==> config.mk <==
export PLATFORM = sky130hd
export DESIGN_NAME = bit_serializer
export DESIGN_NICKNAME = d
export VERILOG_FILES = /design/src/rtl/bit_serializer_pkg.sv /design/src/rtl/ser_hold_buf.sv /design/src/rtl/bit_serializer.sv
export SDC_FILE = /design/constraint.sdc
export NUM_CORES = 1
export LEC_CHECK = 0
export CAP_MARGIN = 40
export CORE_UTILIZATION = 61
export CTS_BUF_LIST = sky130_fd_sc_hd__clkbuf_2
export CTS_CLUSTER_DIAMETER = 200
export DETAILED_ROUTE_END_ITERATION = 10
export HOLD_SLACK_MARGIN = 0.12
export PLACE_DENSITY = 0.95
export REMOVE_ABC_BUFFERS = 1
export SLEW_MARGIN = 40
export SYNTH_ARGS = -nofsm -noshare
export SYNTH_HDL_FRONTEND = slang
export SYNTH_SLANG_ARGS = --single-unit
==> constraint.sdc <==
create_clock -name clk -period 2.9 [get_ports clk]
set_input_delay 0.87 -clock clk [delete_from_list [all_inputs] [get_ports clk]]
set_output_delay 0.87 -clock clk [all_outputs]
set_load 0.005 [all_outputs]
==> src/rtl/bit_serializer_pkg.sv <==
// Shared definitions for the bit serializer: FSM state encoding and the
// bit-counter width helper.
package bit_serializer_pkg;

  typedef enum logic {
    ST_IDLE  = 1'b0,
    ST_SHIFT = 1'b1
  } state_t;

  // Counter spans 0..width-1; never narrower than one bit.
  function automatic int cnt_w(input int width);
    return (width < 2) ? 1 : $clog2(width);
  endfunction

endpackage

==> src/rtl/ser_hold_buf.sv <==
// One-entry holding register for the serializer: captures a word while the
// shifter is busy and hands it over at the end of the current word.
module ser_hold_buf #(
  parameter int WIDTH = 8
) (
  input  logic             clk,
  input  logic             rst,
  input  logic             load,
  input  logic             take,
  input  logic [WIDTH-1:0] din,
  output logic [WIDTH-1:0] dout,
  output logic             full,
  output logic             ready
);

  // load only happens while empty and take only while full, so they never coincide.
  always_ff @(posedge clk or posedge rst) begin
    if (rst) begin
      full <= 1'b0;
      dout <= '0;
    end else if (load) begin
      full <= 1'b1;
      dout <= din;
    end else if (take) begin
      full <= 1'b0;
    end
  end

  assign ready = !full;

endmodule

==> src/rtl/bit_serializer.sv <==
// Parallel-to-serial stage feeding the four-ones detector. Words arrive over
// valid/ready and leave one bit per clock; a one-word hold buffer keeps the stream gapless.
import bit_serializer_pkg::*;

module bit_serializer #(
  parameter int WIDTH     = 8,
  parameter bit MSB_FIRST = 1'b1
) (
  input  logic             clk,
  input  logic             rst,
  input  logic             load_valid,
  input  logic [WIDTH-1:0] load_data,
  output logic             load_ready,
  output logic             ser_out,
  output logic             ser_active,
  output logic             ser_last
);

  localparam int CW = cnt_w(WIDTH);
  localparam logic [CW-1:0] CNT_LAST = CW'(WIDTH - 1);

  // Handshake: a word moves only at a rising edge where load_valid && load_ready;
  // load_ready reflects the registered hold-buffer state and never load_valid.
  state_t           state;
  logic [CW-1:0]    cnt;
  logic [WIDTH-1:0] shreg;
  logic [WIDTH-1:0] hold_data;
  logic             hold_full;
  logic             transfer;
  logic             end_of_word;
  logic             hold_load;
  logic             hold_take;

  function automatic logic first_bit(input logic [WIDTH-1:0] w);
    return MSB_FIRST ? w[WIDTH-1] : w[0];
  endfunction

  function automatic logic [WIDTH-1:0] shift_once(input logic [WIDTH-1:0] w);
    return MSB_FIRST ? (w << 1) : (w >> 1);
  endfunction

  assign transfer    = load_valid && load_ready;
  assign end_of_word = (state == ST_SHIFT) && (cnt == CNT_LAST);
  assign hold_load   = transfer && (state == ST_SHIFT) && !end_of_word;
  assign hold_take   = end_of_word && hold_full;

  ser_hold_buf #(.WIDTH(WIDTH)) u_hold (
    .clk   (clk),
    .rst   (rst),
    .load  (hold_load),
    .take  (hold_take),
    .din   (load_data),
    .dout  (hold_data),
    .full  (hold_full),
    .ready (load_ready)
  );

  // shreg holds the bits not yet shown; ser_out already carries the current one.
  always_ff @(posedge clk or posedge rst) begin
    if (rst) begin
      state      <= ST_IDLE;
      cnt        <= '0;
      shreg      <= '0;
      ser_out    <= 1'b0;
      ser_active <= 1'b0;
      ser_last   <= 1'b0;
    end else begin
      case (state)
        ST_IDLE: begin
          if (transfer) begin
            state      <= ST_SHIFT;
            cnt        <= '0;
            shreg      <= shift_once(load_data);
            ser_out    <= first_bit(load_data);
            ser_active <= 1'b1;
            ser_last   <= 1'b0;
          end else begin
            ser_out    <= 1'b0;
            ser_active <= 1'b0;
            ser_last   <= 1'b0;
          end
        end
        ST_SHIFT: begin
          if (end_of_word) begin
            cnt      <= '0;
            ser_last <= 1'b0;
            if (hold_full) begin
              shreg      <= shift_once(hold_data);
              ser_out    <= first_bit(hold_data);
              ser_active <= 1'b1;
            end else if (transfer) begin
              shreg      <= shift_once(load_data);
              ser_out    <= first_bit(load_data);
              ser_active <= 1'b1;
            end else begin
              state      <= ST_IDLE;
              shreg      <= '0;
              ser_out    <= 1'b0;
              ser_active <= 1'b0;
            end
          end else begin
            cnt      <= cnt + CW'(1);
            shreg    <= shift_once(shreg);
            ser_out  <= first_bit(shreg);
            ser_last <= ((cnt + CW'(1)) == CNT_LAST);
          end
        end
        default: begin
          state      <= ST_IDLE;
          cnt        <= '0;
          shreg      <= '0;
          ser_out    <= 1'b0;
          ser_active <= 1'b0;
          ser_last   <= 1'b0;
        end
      endcase
    end
  end

endmodule

# Yosys cells after proc, flatten, opt, wreduce, memory -nomap -nowiden
# Index checks and enable logic that the tools add are counted.
dict set report word_totals {
  out_inout_bits 4
  in_bits 11
  elab_cells 44
  register_bits 24
}
dict set report classes {
  n_mux 22
  add_sub_neg 1
  reduce_logical 8
  n_eq_ne 4
  bitwise_logic 1
}
# operator count
set op_table {}
lappend op_table {{$mux 8} 4}
lappend op_table {{$pmux 8 s2} 1}
lappend op_table {{$mux 1} 10}
lappend op_table {{$pmux 1 s2} 4}
lappend op_table {{$eq 3x3->1 const B} 2}
lappend op_table {{$mux 3} 2}
lappend op_table {{$pmux 3 s2} 1}
lappend op_table {{$logic_and 1x1->1} 5}
lappend op_table {{$add 3x1->3 const B} 1}
lappend op_table {{$logic_not 1->1} 2}
lappend op_table {{$ne 2x1->1 const B} 1}
lappend op_table {{$ne 2x2->1 const B} 1}
lappend op_table {{$reduce_bool 2->1} 1}
lappend op_table {{$not 1->1} 1}

# Logic depth before layout (Yosys ltp)
# Gate-level depths: netlist of the first run.
dict set report logic_depth {
  word_depth 6
  ltp_mapped 7
  depth_no_buf 6
}

# Modules after synthesis
# From an unflattened synthesis of the first run, not the netlist that was laid out.
dict set report unflattened {
  cells_unflattened 111
  area_unflattened_um2 1186.1
}
# mod cells_each instances seq_area_each_um2 area_per_inst_um2
set by_module_without_submodules {}
lappend by_module_without_submodules {bit_serializer 90 1 350.3 814.5}
lappend by_module_without_submodules {ser_hold_buf 21 1 225.2 371.6}

# Worst setup path before layout of the first run
# Ideal clock, no wire load.
dict set report synth_path {
  kind {reg2reg}
  startpoint {register cnt[0]}
  endpoint {register u_hold.dout[0]}
  required_time_ps 2775
  path_stages_with_launch 8
  period_less_slack_ps 1757
  slack_ps 1143
  arrival_ps 1632
  setup_time_ps 125
  cell_sequence {dfrtp_1 -> ha_1 -> ha_1 -> buf_6 -> inv_1 -> nand2_4 -> nor2_4 -> mux2_2}
}
dict set report synth_between {
  elab_chain_len 4
}
# item line
set synth_lines {}
lappend synth_lines {{start, declared} bit_serializer.sv:25} ;# logic [CW-1:0] cnt;
lappend synth_lines {{start signal, assigned} bit_serializer.sv:102} ;# cnt <= cnt + CW'(1);
lappend synth_lines {{$eq 3x3->1} bit_serializer.sv:43} ;# assign end_of_word = (state == ST_SHIFT) && (cnt == CNT_LAST);
lappend synth_lines {{$logic_and 1x1->1} bit_serializer.sv:43}
lappend synth_lines {{$logic_not 1->1} bit_serializer.sv:44} ;# assign hold_load = transfer && (state == ST_SHIFT) && !end_of_word;
lappend synth_lines {{$logic_and 1x1->1} bit_serializer.sv:44}
lappend synth_lines {{end signal, assigned} ser_hold_buf.sv:23} ;# dout <= din;
lappend synth_lines {{end, declared} ser_hold_buf.sv:11} ;# output logic [WIDTH-1:0] dout,
# Every way passes these cells.
# A chain may end at the register's enable or synchronous reset.

# Final worst setup path of the first run
dict set report layout_path {
  startpoint {register u_hold.full}
  endpoint {output load_ready}
}
dict set report layout_between {
  elab_chain_len 1
}
# item line
set layout_lines {}
lappend layout_lines {{start, declared} ser_hold_buf.sv:12} ;# output logic full,
lappend layout_lines {{start signal, assigned} ser_hold_buf.sv:19} ;# full <= 1'b0;
lappend layout_lines {{start signal, assigned} ser_hold_buf.sv:22} ;# full <= 1'b1;
lappend layout_lines {{start signal, assigned} ser_hold_buf.sv:25} ;# full <= 1'b0;
lappend layout_lines {{$logic_not 1->1} ser_hold_buf.sv:29} ;# assign ready = !full;
lappend layout_lines {{end, declared} bit_serializer.sv:13} ;# output logic load_ready,
# Every way passes these cells.

==> impl_results.html, run 1 <==
<table>
<tr><th>Metric</th><th>Value</th></tr>
<tr><th colspan="2">Clocking</th></tr>
<tr><td>H-Tree Depth</td><td>1</td></tr>
<tr><td>Cell at the root of the clock tree</td><td>sky130_fd_sc_hd__clkbuf_2</td></tr>
<tr><td>TritonCTS clock tree</td><td>yes</td></tr>
<tr><td>CTS clk-pin slew, worst paths</td><td>0.21 ns</td></tr>
<tr><td>CTS Buffer Depth</td><td>2</td></tr>
<tr><td>Setup fix buffers added after clock tree synthesis</td><td>0</td></tr>
<tr><td># resized after CTS</td><td>0</td></tr>
<tr><td>Quantity of hold-fixing buffers added after cts</td><td>0</td></tr>
<tr><td>Sink count of the clock tree</td><td>23</td></tr>
<tr><td>Clock buffer count from CTS</td><td>3</td></tr>
<tr><td>Worst-Skew Late Latency</td><td>0.34 ns</td></tr>
<tr><th colspan="2">Drt</th></tr>
<tr><td>Final ANT Viol Nets</td><td>0</td></tr>
<tr><td>Routed via count</td><td>863</td></tr>
<tr><td>Final routed wirelength across all metal layers</td><td>2130 µm</td></tr>
<tr><td>Mean number of vias per cell</td><td>5.79</td></tr>
<tr><td>DRC violation count after routing</td><td>0</td></tr>
<tr><td>Detailed-routing iteration count for the pre-antenna-repair pass</td><td>4</td></tr>
<tr><td>Post-detailed-route wirelength per cell</td><td>14.3 µm</td></tr>
<tr><td>Iteration-0 DRC count of the detailed router</td><td>21</td></tr>
<tr><th colspan="2">Timing</th></tr>
<tr><td>Min Tclk post-route</td><td>2.51 ns</td></tr>
<tr><td>Final Max Slew Viols</td><td>0</td></tr>
<tr><td>Share of the clock period used by the worst path</td><td>0.866</td></tr>
<tr><td>Actual slew at the worst max-slew pin</td><td>0.581 ns</td></tr>
<tr><td>Max-slew headroom</td><td>0.613</td></tr>
<tr><td>Total of endpoints with negative setup slack in the final report</td><td>0</td></tr>
<tr><td>Sum of negative setup slack</td><td>0 ns</td></tr>
<tr><td>Setup repair after global routing missed its margin</td><td>no</td></tr>
<tr><td>Final Skew</td><td>0.00605 ns</td></tr>
<tr><td>Final count of hold timing violations</td><td>0</td></tr>
<tr><td>Highest attainable clock frequency</td><td>0.398 GHz</td></tr>
<tr><th colspan="2">Floorplan</th></tr>
<tr><td>Overall die area</td><td>2150 µm²</td></tr>
<tr><td>Boundary Pins</td><td>15</td></tr>
<tr><td>Die Ht</td><td>46.4 µm</td></tr>
<tr><td>Effective utilization at floorplan</td><td>0.675</td></tr>
<tr><td>Core Footprint</td><td>1780 µm²</td></tr>
<tr><td>Placement Rows</td><td>15</td></tr>
<tr><td>Die outline width</td><td>46.4 µm</td></tr>
<tr><th colspan="2">GRT</th></tr>
<tr><td>Pin count of the biggest net entering global routing</td><td>29</td></tr>
<tr><td>Via count of the first global-routing pass</td><td>857</td></tr>
<tr><td>Total routing usage reported by global routing</td><td>0.245</td></tr>
<tr><td>Remaining Overflow, GRT</td><td>0</td></tr>
<tr><td>Number of antenna violations at the first check in global routing</td><td>0</td></tr>
<tr><td>First-pass GRT wire length</td><td>3610 µm</td></tr>
<tr><th colspan="2">Yosys</th></tr>
<tr><td>Commonest cells in the netlist</td><td>sky130_fd_sc_hd__dfrtp_1 (23), sky130_fd_sc_hd__nand2_1 (15), sky130_fd_sc_hd__mux2_2 (9), sky130_fd_sc_hd__o22ai_1 (9)</td></tr>
<tr><td>Cells taking the most area after synthesis</td><td>sky130_fd_sc_hd__dfrtp_1 (48%), sky130_fd_sc_hd__mux2_2 (8.4%), sky130_fd_sc_hd__nand2_1 (4.7%)</td></tr>
<tr><td>Total number of yosys warnings</td><td>0</td></tr>
<tr><td>Most used DFF post-synth</td><td>sky130_fd_sc_hd__dfrtp_1</td></tr>
<tr><td>Cell type contributing the most total cell area after synthesis</td><td>sky130_fd_sc_hd__dfrtp_1</td></tr>
<tr><td>Cell area after technology mapping</td><td>1200 µm²</td></tr>
<tr><td>Cell count after synthesis</td><td>113</td></tr>
<tr><td>Portion of the post-synthesis area used by sequential elements</td><td>0.478</td></tr>
<tr><td>Number of register bits inferred by synthesis</td><td>23</td></tr>
<tr><td>Share of synthesized flip-flops with an asynchronous set or reset</td><td>1.00</td></tr>
<tr><td>Share of the synthesized area in the top cell type</td><td>0.478</td></tr>
<tr><td>Most frequent cell after synthesis</td><td>sky130_fd_sc_hd__dfrtp_1</td></tr>
<tr><td>Library cells used by synthesis</td><td>26</td></tr>
<tr><td>Post-Syn Area per Cell</td><td>10.7 µm²</td></tr>
<tr><td>Post-synth EDFFs</td><td>0</td></tr>
<tr><th colspan="2">Final layout</th></tr>
<tr><td>Share of the core filled with cells</td><td>0.752</td></tr>
<tr><td>Post-layout nets</td><td>139</td></tr>
<tr><td>Share of final-layout standard cells stronger than drive strength 1</td><td>0.177</td></tr>
<tr><td>P&amp;R area growth vs syn</td><td>11.4%</td></tr>
<tr><td>Diodes inserted</td><td>0</td></tr>
<tr><th colspan="2">Setup path</th></tr>
<tr><td>FF-to-FF Start</td><td>cnt[0]$_DFFE_PP0P_</td></tr>
<tr><td>Critical Path, Cell by Cell</td><td>inv_1 &gt; clkdlybuf4s50_1</td></tr>
<tr><td>Arrival time worst endpoint</td><td>1.64 ns</td></tr>
<tr><td>Critical Path Sink Type</td><td>output pin</td></tr>
<tr><td>Element type at the critical path start</td><td>flip-flop</td></tr>
<tr><td>Slowest cell delay on critical path</td><td>0.76 ns</td></tr>
<tr><td>Critical Path Start</td><td>u_hold.full$_DFFE_PP0P_</td></tr>
<tr><td>Crit path max-delay cell type</td><td>sky130_fd_sc_hd__dfrtp_1</td></tr>
<tr><td>Maximum fanout along the worst path</td><td>17</td></tr>
<tr><td>Setup Crit Path Kind</td><td>reg2out</td></tr>
<tr><td>Crit path required time</td><td>2.03 ns</td></tr>
<tr><th colspan="2">Run status</th></tr>
<tr><td>Outcome</td><td>complete, no violations</td></tr>
<tr><th colspan="2">Worst hold path</th></tr>
<tr><td>Worst min-delay path startpoint</td><td>ser_active$_DFFE_PP0P_</td></tr>
<tr><td>Class of the tightest hold or removal check</td><td>reg2reg</td></tr>
<tr><th colspan="2">Pwr</th></tr>
<tr><td>Total design power</td><td>0.00136 W</td></tr>
<tr><td>Peak supply drop</td><td>0.556 mV</td></tr>
<tr><td>P per Cell Area</td><td>1020 nW/µm²</td></tr>
<tr><td>Leakage Power</td><td>0.593 nW</td></tr>
<tr><th colspan="2">Placed design</th></tr>
<tr><td>Number of buffers inserted by port buffering</td><td>14</td></tr>
<tr><td>Total half-perimeter wirelength after legalization and detailed placement</td><td>1440 µm</td></tr>
<tr><td>RD Place Congestion</td><td>0.799</td></tr>
<tr><th colspan="2">Run</th></tr>
<tr><td>Max-cap viol count</td><td>0</td></tr>
</table>
## cell type report
class,instances,area (µm²)
Clock buffer,4,20.0
Fill cell,121,442
Inverter,5,18.8
Multi-Input combinational cell,77,547
Sequential cell,23,577
Tap cell,25,31.3
Timing Repair Buffer,15,148
## critical path, delay by kind of cell, from the launching register on
family   cells  cell delay [ns]
buf+inv      2             0.54
flops        1             0.76
## stage by stage
| step | setup slack, ns | instance area [µm²] | instances | hold WS (ns) |
|---|---|---|---|---|
| finish | 0.389 | 1340 | 149 | 0.529 |
| global route | 0.289 | 1340 | 149 | 0.555 |
| CTS | 0.377 | 1340 | 149 | 0.532 |
| detailed placement | 0.544 | 1320 | 145 | 0.487 |
| global placement | 0.589 | 1320 | 145 | 0.472 |
| floorplan | 1.14 | 1140 | 105 | 0.466 |
## where the power goes
part	total [W]	internal (W)	switching, W
logic	0.000601	0.000338	0.000263
clock network	0.000133	0.0000365	0.0000969
registers	0.000628	0.000475	0.000153
total	0.00136	0.000849	0.000513
## cells in the final DEF, fill, tap and decap left out, drive strengths merged, types with 5 or more instances in the layout
| cell type | n |
|---|---|
| clkdlybuf4s50 | 14 |
| mux2 | 9 |
| inv | 5 |
| dfrtp | 23 |
| nor2 | 7 |
| a21oi | 6 |
| o22ai | 9 |
| nand2 | 16 |
## layer usage
layer	GRT usage	routed length, µm
met1	0.281	950
met2	0.419	1050
met3	0.0510	85
met4	0.135	38
met5	0	0
## flip-flops by register name, indices dropped and copies added, names as in the netlist
register / count
cnt: 3
ser_active: 1
ser_last: 1
ser_out: 1
shreg: 7
state: 1
u_hold.dout: 8
u_hold.full: 1
## kinds of logic (layout without fill, tap and decap cells)
kind of cell | count (synthesis) | count (layout) | synth area share
DFF | 23 | 23 | 0.478
buffers and inverters | 13 | 24 | 0.0676
adders and majority gates | 3 | 3 | 0.0312
and+or+nand+nor | 29 | 29 | 0.124
muxes | 12 | 12 | 0.109
AOI/OAI and AO/OA | 33 | 33 | 0.190
## path summary, 6_finish.rpt
| kind | endpoint | slack (ns) | depth (start not counted) |
|---|---|---|---|
| min in group asynchronous | shreg[2]$_DFFE_PP0P_ | 0.84 | 3 |
| hold reg to reg | ser_active$_DFFE_PP0P_ | 0.53 | 1 |
| hold / removal | ser_active$_DFFE_PP0P_ | 0.53 | 1 |
| max in group asynchronous | state$_DFF_PP0_ | 1.82 | 3 |
| setup reg to reg | u_hold.dout[4]$_DFFE_PP0P_ | 0.89 | 6 |
| setup / recovery | load_ready | 0.39 | 2 |
No activity file was read; power rests on OpenSTA's default activity.
==> run 2, diff against run 1 <==
Settings changed: CORE_ASPECT_RATIO set to 0.5, CORE_UTILIZATION 61 to 31, PLACE_DENSITY 0.95 to 0.6, SETUP_SLACK_MARGIN set to 0.3.
==> impl_results.html, run 2 (same netlist as run 1, synthesis figures left out) <==
<table>
<tr><th>Metric</th><th>Value</th></tr>
<tr><th colspan="2">Final layout</th></tr>
<tr><td>Number of flip-flops under the largest register name</td><td>8</td></tr>
<tr><td>Share of final-layout standard cells stronger than drive strength 1</td><td>0.185</td></tr>
<tr><td>Leading cell types in the layout, fill and taps excluded</td><td>sky130_fd_sc_hd__dfrtp_1 (21), sky130_fd_sc_hd__nand2_1 (15), sky130_fd_sc_hd__clkdlybuf4s50_1 (14), sky130_fd_sc_hd__mux2_2 (9), sky130_fd_sc_hd__o22ai_1 (9)</td></tr>
<tr><td>Leading cell type in the layout, fill and taps excluded</td><td>sky130_fd_sc_hd__dfrtp_1</td></tr>
<tr><td>Post-layout nets</td><td>139</td></tr>
<tr><td>Regs by FF count</td><td>u_hold.dout: 8 flops, shreg: 7 flops, cnt: 3 flops</td></tr>
<tr><td>Register containing the most flip-flops in the final layout</td><td>u_hold.dout</td></tr>
<tr><td>P&amp;R area growth vs syn</td><td>14.2%</td></tr>
<tr><td>Diodes inserted</td><td>0</td></tr>
<tr><th colspan="2">Drt</th></tr>
<tr><td>Iteration-0 DRC count of the detailed router</td><td>98</td></tr>
<tr><td>DRC violation count after routing</td><td>0</td></tr>
<tr><td>Final routed wirelength across all metal layers</td><td>2260 µm</td></tr>
<tr><td>Detailed-routing iteration count for the pre-antenna-repair pass</td><td>4</td></tr>
<tr><td>Final ANT Viol Nets</td><td>0</td></tr>
<tr><td>Post-detailed-route wirelength per cell</td><td>12.9 µm</td></tr>
<tr><td>Routed via count</td><td>844</td></tr>
<tr><td>Mean number of vias per cell</td><td>4.82</td></tr>
<tr><th colspan="2">GRT</th></tr>
<tr><td>First-pass GRT wire length</td><td>3710 µm</td></tr>
<tr><td>Total routing usage reported by global routing</td><td>0.118</td></tr>
<tr><td>Met3 usage in global routing</td><td>0.0297</td></tr>
<tr><td>GR Util met2</td><td>0.203</td></tr>
<tr><td>Layer with the highest usage</td><td>met2</td></tr>
<tr><td>Global-route met1 utilization</td><td>0.152</td></tr>
<tr><td>Pin count of the biggest net entering global routing</td><td>29</td></tr>
<tr><td>Number of antenna violations at the first check in global routing</td><td>0</td></tr>
<tr><td>Remaining Overflow, GRT</td><td>0</td></tr>
<tr><td>Via count of the first global-routing pass</td><td>778</td></tr>
<tr><th colspan="2">Setup path</th></tr>
<tr><td>Critical Path Start</td><td>u_hold.full$_DFFE_PP0P_</td></tr>
<tr><td>Slowest cell delay on critical path</td><td>0.57 ns</td></tr>
<tr><td>Worst R2R End</td><td>u_hold.dout[0]$_DFFE_PP0P_</td></tr>
<tr><td>Setup Crit Path Kind</td><td>reg2out</td></tr>
<tr><td>Maximum fanout along the worst path</td><td>17</td></tr>
<tr><td>Buffers plus inverters on the worst setup path</td><td>2</td></tr>
<tr><td>Register-to-Register Path Depth</td><td>6</td></tr>
<tr><td>Category of cells accounting for the largest share of critical-path delay</td><td>buffers and inverters</td></tr>
<tr><td>Worst setup slack for register-to-register paths</td><td>0.86 ns</td></tr>
<tr><td>Crit path max-delay cell type</td><td>sky130_fd_sc_hd__dfrtp_2</td></tr>
<tr><td>Critical Path, Cell by Cell</td><td>inv_1 &gt; clkdlybuf4s50_1</td></tr>
<tr><td>Arrival time worst endpoint</td><td>1.48 ns</td></tr>
<tr><td>Element type at the critical path start</td><td>flip-flop</td></tr>
<tr><td>Crit path required time</td><td>2.03 ns</td></tr>
<tr><td>Critical Path Sink Type</td><td>output pin</td></tr>
<tr><td>FF-to-FF Start</td><td>cnt[0]$_DFFE_PP0P_</td></tr>
<tr><th colspan="2">Clocking</th></tr>
<tr><td>CTS Buffer Depth</td><td>2</td></tr>
<tr><td>H-Tree Depth</td><td>1</td></tr>
<tr><td>Cell at the root of the clock tree</td><td>sky130_fd_sc_hd__clkbuf_2</td></tr>
<tr><td>Worst-Skew Late Latency</td><td>0.33 ns</td></tr>
<tr><td>CTS clk-pin slew, worst paths</td><td>0.21 ns</td></tr>
<tr><td>Setup fix buffers added after clock tree synthesis</td><td>0</td></tr>
<tr><td># resized after CTS</td><td>0</td></tr>
<tr><td>Quantity of hold-fixing buffers added after cts</td><td>0</td></tr>
<tr><td>Sink count of the clock tree</td><td>23</td></tr>
<tr><td>TritonCTS clock tree</td><td>yes</td></tr>
<tr><td>Clock buffer count from CTS</td><td>3</td></tr>
<tr><th colspan="2">Timing</th></tr>
<tr><td>Final Skew</td><td>0.00627 ns</td></tr>
<tr><td>Min Tclk post-route</td><td>2.35 ns</td></tr>
<tr><td>Sum of negative setup slack</td><td>0 ns</td></tr>
<tr><td>Total of endpoints with negative setup slack in the final report</td><td>0</td></tr>
<tr><td>Highest attainable clock frequency</td><td>0.426 GHz</td></tr>
<tr><td>Final Max Slew Viols</td><td>0</td></tr>
<tr><td>Final count of hold timing violations</td><td>0</td></tr>
<tr><td>Actual slew at the worst max-slew pin</td><td>0.465 ns</td></tr>
<tr><td>Setup repair after global routing missed its margin</td><td>no</td></tr>
<tr><td>Share of the clock period used by the worst path</td><td>0.810</td></tr>
<tr><td>Smallest setup slack after layout</td><td>0.552 ns</td></tr>
<tr><td>Max-slew headroom</td><td>0.690</td></tr>
<tr><th colspan="2">Placed design</th></tr>
<tr><td>Total half-perimeter wirelength after legalization and detailed placement</td><td>1530 µm</td></tr>
<tr><td>Number of buffers inserted by port buffering</td><td>14</td></tr>
<tr><td>Post-place setup slack</td><td>0.543 ns</td></tr>
<tr><td>RD Place Congestion</td><td>0.740</td></tr>
<tr><th colspan="2">Pwr</th></tr>
<tr><td>P per Cell Area</td><td>987 nW/µm²</td></tr>
<tr><td>Switching part of the total power</td><td>0.373</td></tr>
<tr><td>Combinational share of power</td><td>0.441</td></tr>
<tr><td>Total design power</td><td>0.00136 W</td></tr>
<tr><td>Leakage Power</td><td>0.593 nW</td></tr>
<tr><td>Peak supply drop</td><td>0.216 mV</td></tr>
<tr><td>Cell-internal power</td><td>0.000850 W</td></tr>
<tr><td>Portion of total power attributed to sequential cells</td><td>0.461</td></tr>
<tr><td>Proportion of power drawn by the clock network</td><td>0.097</td></tr>
<tr><td>Power spent charging and discharging nets</td><td>0.000507 W</td></tr>
<tr><th colspan="2">Floorplan</th></tr>
<tr><td>Overall die area</td><td>4150 µm²</td></tr>
<tr><td>Die Ht</td><td>46.1 µm</td></tr>
<tr><td>Core Footprint</td><td>3570 µm²</td></tr>
<tr><td>Boundary Pins</td><td>15</td></tr>
<tr><td>Effective utilization at floorplan</td><td>0.338</td></tr>
<tr><td>Placement Rows</td><td>15</td></tr>
<tr><td>Die outline width</td><td>90.1 µm</td></tr>
<tr><th colspan="2">Run</th></tr>
<tr><td>Max-cap viol count</td><td>0</td></tr>
<tr><th colspan="2">Worst hold path</th></tr>
<tr><td>Worst hold path cell count</td><td>1</td></tr>
<tr><td>Class of the tightest hold or removal check</td><td>reg2reg</td></tr>
<tr><td>Worst min-delay path startpoint</td><td>ser_active$_DFFE_PP0P_</td></tr>
<tr><td>Endpoint of the worst hold path</td><td>ser_active$_DFFE_PP0P_</td></tr>
<tr><th colspan="2">Run status</th></tr>
<tr><td>Outcome</td><td>complete, no violations</td></tr>
</table>
==> run 2: changes by cell type in the layout (fill, tap and decap cells not counted) <==
cell / previous run / this run
sky130_fd_sc_hd__dfrtp_1: 22 / 21
sky130_fd_sc_hd__dfrtp_2: 1 / 2
==> run 2: power groups by stage <==
stage / Sequential, W / Combinational (W) / Clock [W]
detailed placement: 0.000635 / 0.000603 / 0
floorplan: 0.000598 / 0.000456 / 0
finish: 0.000626 / 0.000599 / 0.000132
global placement: 0.000632 / 0.000596 / 0
global route: 0.000656 / 0.000671 / 0.000150
CTS: 0.000626 / 0.000606 / 0.000136
==> run 2: layer usage <==
layer  share of wire  routed length [µm]  vias up
met1            0.50                1140      406
met4          0.0084                  19        0
li1                -                   -      423
met3           0.024                  54        2
met2            0.46                1050       13
met5               0                   0        -
==> run 2: worst register-to-register path, cell delays in order, from the launching register on <==
cell and delay [ns]:
sky130_fd_sc_hd__dfrtp_1 0.45, sky130_fd_sc_hd__ha_1 0.21, sky130_fd_sc_hd__ha_1 0.28, sky130_fd_sc_hd__inv_1 0.26
sky130_fd_sc_hd__nand2_4 0.13, sky130_fd_sc_hd__nor2_4 0.25, sky130_fd_sc_hd__mux2_2 0.37
==> run 2: worst max path at each step <==
stage	endpoint	slack, ns	cells past startpoint
floorplan	u_hold.dout[0]$_DFFE_PP0P_	1.14	6
global placement	u_hold.dout[3]$_DFFE_PP0P_	0.58	4
detailed placement	u_hold.dout[0]$_DFFE_PP0P_	0.54	4
CTS	load_ready	0.40	2
global route	load_ready	0.44	2
finish	load_ready	0.55	2
==> run 2: area by class of cell <==
| cell class | instances | area [µm²] |
|---|---|---|
| sequential | 23 | 578 |
| clock buffer | 4 | 20.0 |
| inverter | 5 | 18.8 |
| tap | 51 | 63.8 |
| timing repair buffer | 15 | 148 |
| fill | 366 | 2190 |
| multi-input combinational | 77 | 547 |
==> run 2: through the flow <==
step / utilization / std cells / instance area (µm²) / hold slack [ns]
2_1_floorplan: - / 105 / 1140 / 0.466
5_1_grt: 0.386 / 175 / 1380 / 0.567
4_1_cts: 0.385 / 175 / 1370 / 0.531
6_report: 0.386 / 175 / 1380 / 0.529
3_5_place_dp: 0.379 / 171 / 1350 / 0.483
3_3_place_gp: 0.379 / 171 / 1350 / 0.474
==> run 3, diff against run 2 <==
Settings changed: PLACE_DENSITY 0.6 to 0.61.
Clock period 2.9 ns to 2.05 ns, I/O delays scaled along.
==> impl_results.html, run 3 (same netlist as run 1, synthesis figures left out) <==
<table>
<tr><th>Metric</th><th>Value</th></tr>
<tr><th colspan="2">Run status</th></tr>
<tr><td>Outcome</td><td>complete, no violations</td></tr>
<tr><th colspan="2">Clocking</th></tr>
<tr><td>Sink count of the clock tree</td><td>23</td></tr>
<tr><td>TritonCTS clock tree</td><td>yes</td></tr>
<tr><td>H-Tree Depth</td><td>1</td></tr>
<tr><td>Cell at the root of the clock tree</td><td>sky130_fd_sc_hd__clkbuf_2</td></tr>
<tr><td>Worst-Skew Late Latency</td><td>0.33 ns</td></tr>
<tr><td>Clock buffer count from CTS</td><td>3</td></tr>
<tr><td>CTS clk-pin slew, worst paths</td><td>0.21 ns</td></tr>
<tr><td>CTS Buffer Depth</td><td>2</td></tr>
<tr><td>Quantity of hold-fixing buffers added after cts</td><td>0</td></tr>
<tr><th colspan="2">Drt</th></tr>
<tr><td>Uppermost metal layer occupied by signal nets</td><td>met3</td></tr>
<tr><td>Final ANT Viol Nets</td><td>0</td></tr>
<tr><td>Met3 WL post-DR</td><td>60 µm</td></tr>
<tr><td>DRC violation count after routing</td><td>0</td></tr>
<tr><td>Iteration-0 DRC count of the detailed router</td><td>66</td></tr>
<tr><td>Routed via count</td><td>878</td></tr>
<tr><td>M1 WL</td><td>1160 µm</td></tr>
<tr><td>Final routed wirelength across all metal layers</td><td>2350 µm</td></tr>
<tr><td>Post-detailed-route wirelength per cell</td><td>12.7 µm</td></tr>
<tr><td>Mean number of vias per cell</td><td>4.75</td></tr>
<tr><td>Detailed-routing iteration count for the pre-antenna-repair pass</td><td>4</td></tr>
<tr><td>Detailed-routed wire length on met2</td><td>1130 µm</td></tr>
<tr><th colspan="2">Setup path</th></tr>
<tr><td>Register-to-Register Path Depth</td><td>7</td></tr>
<tr><td>Worst R2R End</td><td>u_hold.dout[2]$_DFFE_PP0P_</td></tr>
<tr><td>Maximum fanout along the worst path</td><td>8</td></tr>
<tr><td>Setup Crit Path Kind</td><td>reg2reg</td></tr>
<tr><td>Crit path required time</td><td>2.31 ns</td></tr>
<tr><td>Worst setup slack for register-to-register paths</td><td>0.39 ns</td></tr>
<tr><td>FF-to-FF Start</td><td>cnt[0]$_DFFE_PP0P_</td></tr>
<tr><td>Arrival time worst endpoint</td><td>1.92 ns</td></tr>
<tr><td>Element type at the critical path start</td><td>flip-flop</td></tr>
<tr><td>Critical Path Sink Type</td><td>flip-flop</td></tr>
<tr><th colspan="2">Timing</th></tr>
<tr><td>Max-slew headroom</td><td>0.635</td></tr>
<tr><td>Final Skew</td><td>0.00583 ns</td></tr>
<tr><td>Highest attainable clock frequency</td><td>0.601 GHz</td></tr>
<tr><td>Final count of hold timing violations</td><td>0</td></tr>
<tr><td>Actual slew at the worst max-slew pin</td><td>0.547 ns</td></tr>
<tr><td>Sum of negative setup slack</td><td>0 ns</td></tr>
<tr><td>Share of the clock period used by the worst path</td><td>0.811</td></tr>
<tr><td>Final Max Slew Viols</td><td>0</td></tr>
<tr><td>Min Tclk post-route</td><td>1.66 ns</td></tr>
<tr><td>Total of endpoints with negative setup slack in the final report</td><td>0</td></tr>
<tr><td>Setup repair after global routing missed its margin</td><td>no</td></tr>
<tr><th colspan="2">Floorplan</th></tr>
<tr><td>Placement Rows</td><td>15</td></tr>
<tr><td>Effective utilization at floorplan</td><td>0.338</td></tr>
<tr><td>Overall die area</td><td>4150 µm²</td></tr>
<tr><td>Die outline width</td><td>90.1 µm</td></tr>
<tr><td>Core Footprint</td><td>3570 µm²</td></tr>
<tr><td>Die Ht</td><td>46.1 µm</td></tr>
<tr><td>Boundary Pins</td><td>15</td></tr>
<tr><th colspan="2">GRT</th></tr>
<tr><td>Via count of the first global-routing pass</td><td>835</td></tr>
<tr><td>First-pass GRT wire length</td><td>4080 µm</td></tr>
<tr><td>Pin count of the biggest net entering global routing</td><td>24</td></tr>
<tr><td>Number of antenna violations at the first check in global routing</td><td>0</td></tr>
<tr><td>Total routing usage reported by global routing</td><td>0.130</td></tr>
<tr><td>Remaining Overflow, GRT</td><td>0</td></tr>
<tr><th colspan="2">Placed design</th></tr>
<tr><td>RD Place Congestion</td><td>0.703</td></tr>
<tr><td>Total half-perimeter wirelength after legalization and detailed placement</td><td>1640 µm</td></tr>
<tr><td>Number of buffers inserted by port buffering</td><td>14</td></tr>
<tr><th colspan="2">Final layout</th></tr>
<tr><td>Regs by FF count</td><td>u_hold.dout: 8 flops, shreg: 7 flops, cnt: 3 flops</td></tr>
<tr><td>Leading cell types in the layout, fill and taps excluded</td><td>sky130_fd_sc_hd__dfrtp_1 (23), sky130_fd_sc_hd__nand2_1 (15), sky130_fd_sc_hd__clkdlybuf4s50_1 (10), sky130_fd_sc_hd__buf_4 (10), sky130_fd_sc_hd__o22ai_1 (9)</td></tr>
<tr><td>Share of final-layout standard cells stronger than drive strength 1</td><td>0.246</td></tr>
<tr><td>Number of flip-flops under the largest register name</td><td>8</td></tr>
<tr><td>Leading cell type in the layout, fill and taps excluded</td><td>sky130_fd_sc_hd__dfrtp_1</td></tr>
<tr><td>P&amp;R area growth vs syn</td><td>21.7%</td></tr>
<tr><td>Post-layout nets</td><td>149</td></tr>
<tr><td>Register containing the most flip-flops in the final layout</td><td>u_hold.dout</td></tr>
<tr><td>Diodes inserted</td><td>0</td></tr>
<tr><th colspan="2">Worst hold path</th></tr>
<tr><td>Class of the tightest hold or removal check</td><td>reg2reg</td></tr>
<tr><td>Worst min-delay path startpoint</td><td>ser_active$_DFFE_PP0P_</td></tr>
<tr><td>Worst hold path cell count</td><td>1</td></tr>
<tr><td>Endpoint of the worst hold path</td><td>ser_active$_DFFE_PP0P_</td></tr>
<tr><th colspan="2">Pwr</th></tr>
<tr><td>P per Cell Area</td><td>1390 nW/µm²</td></tr>
<tr><td>Total design power</td><td>0.00203 W</td></tr>
<tr><td>Peak supply drop</td><td>0.321 mV</td></tr>
<tr><td>Leakage Power</td><td>0.660 nW</td></tr>
<tr><th colspan="2">Run</th></tr>
<tr><td>Max-cap viol count</td><td>0</td></tr>
</table>
-- run 3: cell types whose count changed in the layout (fill, tap and decap cells not counted), moves of 2 or more --
cell,previous run,this run
sky130_fd_sc_hd__dlygate4sd2_1,0,4
sky130_fd_sc_hd__dfrtp_2,2,0
sky130_fd_sc_hd__clkdlybuf4s50_1,14,10
sky130_fd_sc_hd__buf_4,1,10
sky130_fd_sc_hd__mux2_2,9,7
sky130_fd_sc_hd__mux2_4,0,2
sky130_fd_sc_hd__dfrtp_1,21,23
-- run 3: cell type report --
class                   instances  area, µm²
clock buffers                   4       20.0
well taps                      51       63.8
fillers                       350       2100
repair buffers                 25        230
inverters                       5       18.8
multi-input cells              77        557
flip-flops and latches         23        576
-- run 3: worst max-delay path, cell delays in order (launching register included) --
cell	delay [ns]
sky130_fd_sc_hd__dfrtp_1	0.43
sky130_fd_sc_hd__ha_1	0.21
sky130_fd_sc_hd__ha_2	0.19
sky130_fd_sc_hd__inv_2	0.07
sky130_fd_sc_hd__nand2_4	0.08
sky130_fd_sc_hd__nor2_4	0.14
sky130_fd_sc_hd__buf_12	0.14
sky130_fd_sc_hd__mux2_2	0.33
-- run 3: metal layers --
layer | GRT usage | vias to the layer above
met4 | 0.0387 | 0
met1 | 0.173 | 424
met5 | 0 | -
li1 | - | 441
met2 | 0.218 | 13
met3 | 0.0297 | 0
-- run 3: how the worst max path moves through the flow --
stage                            start  cells past startpoint  slack [ns]                          to
floorplan           cnt[0]$_DFFE_PP0P_                      6        0.29  u_hold.dout[0]$_DFFE_PP0P_
global placement            load_valid                      4        0.04        shreg[1]$_DFFE_PP0P_
detailed placement          load_valid                      4       0.008        shreg[1]$_DFFE_PP0P_
CTS                 cnt[0]$_DFFE_PP0P_                      6        0.28  u_hold.dout[6]$_DFFE_PP0P_
global route        cnt[0]$_DFFE_PP0P_                      7        0.30  u_hold.dout[1]$_DFFE_PP0P_
finish              cnt[0]$_DFFE_PP0P_                      7        0.39  u_hold.dout[2]$_DFFE_PP0P_
-- run 3: what timing repair did --
action,4_1_cts,5_1_grt
setup endpoints to repair,12,9
setup buffers,2,3
gates resized for setup,5,3
pin swaps,1,1
-- run 3: power by group --
part	leakage (nW)	switching (W)	internal [W]	total (W)
combinational	0.368	0.000462	0.000563	0.00103
clock	0.0166	0.000136	0.0000516	0.000188
sequential	0.276	0.000150	0.000671	0.000821
-- run 3: stage by stage --
stage               hold slack, ns   util  cell area (µm²)  setup WS [ns]  cells
floorplan                    0.466      -             1140          0.293    105
global placement             0.473  0.390             1390         0.0392    176
detailed placement           0.490  0.390             1390        0.00822    176
CTS                          0.533  0.398             1420          0.276    182
global route                 0.544  0.411             1470          0.296    185
finish                       0.527  0.411             1470          0.386    185
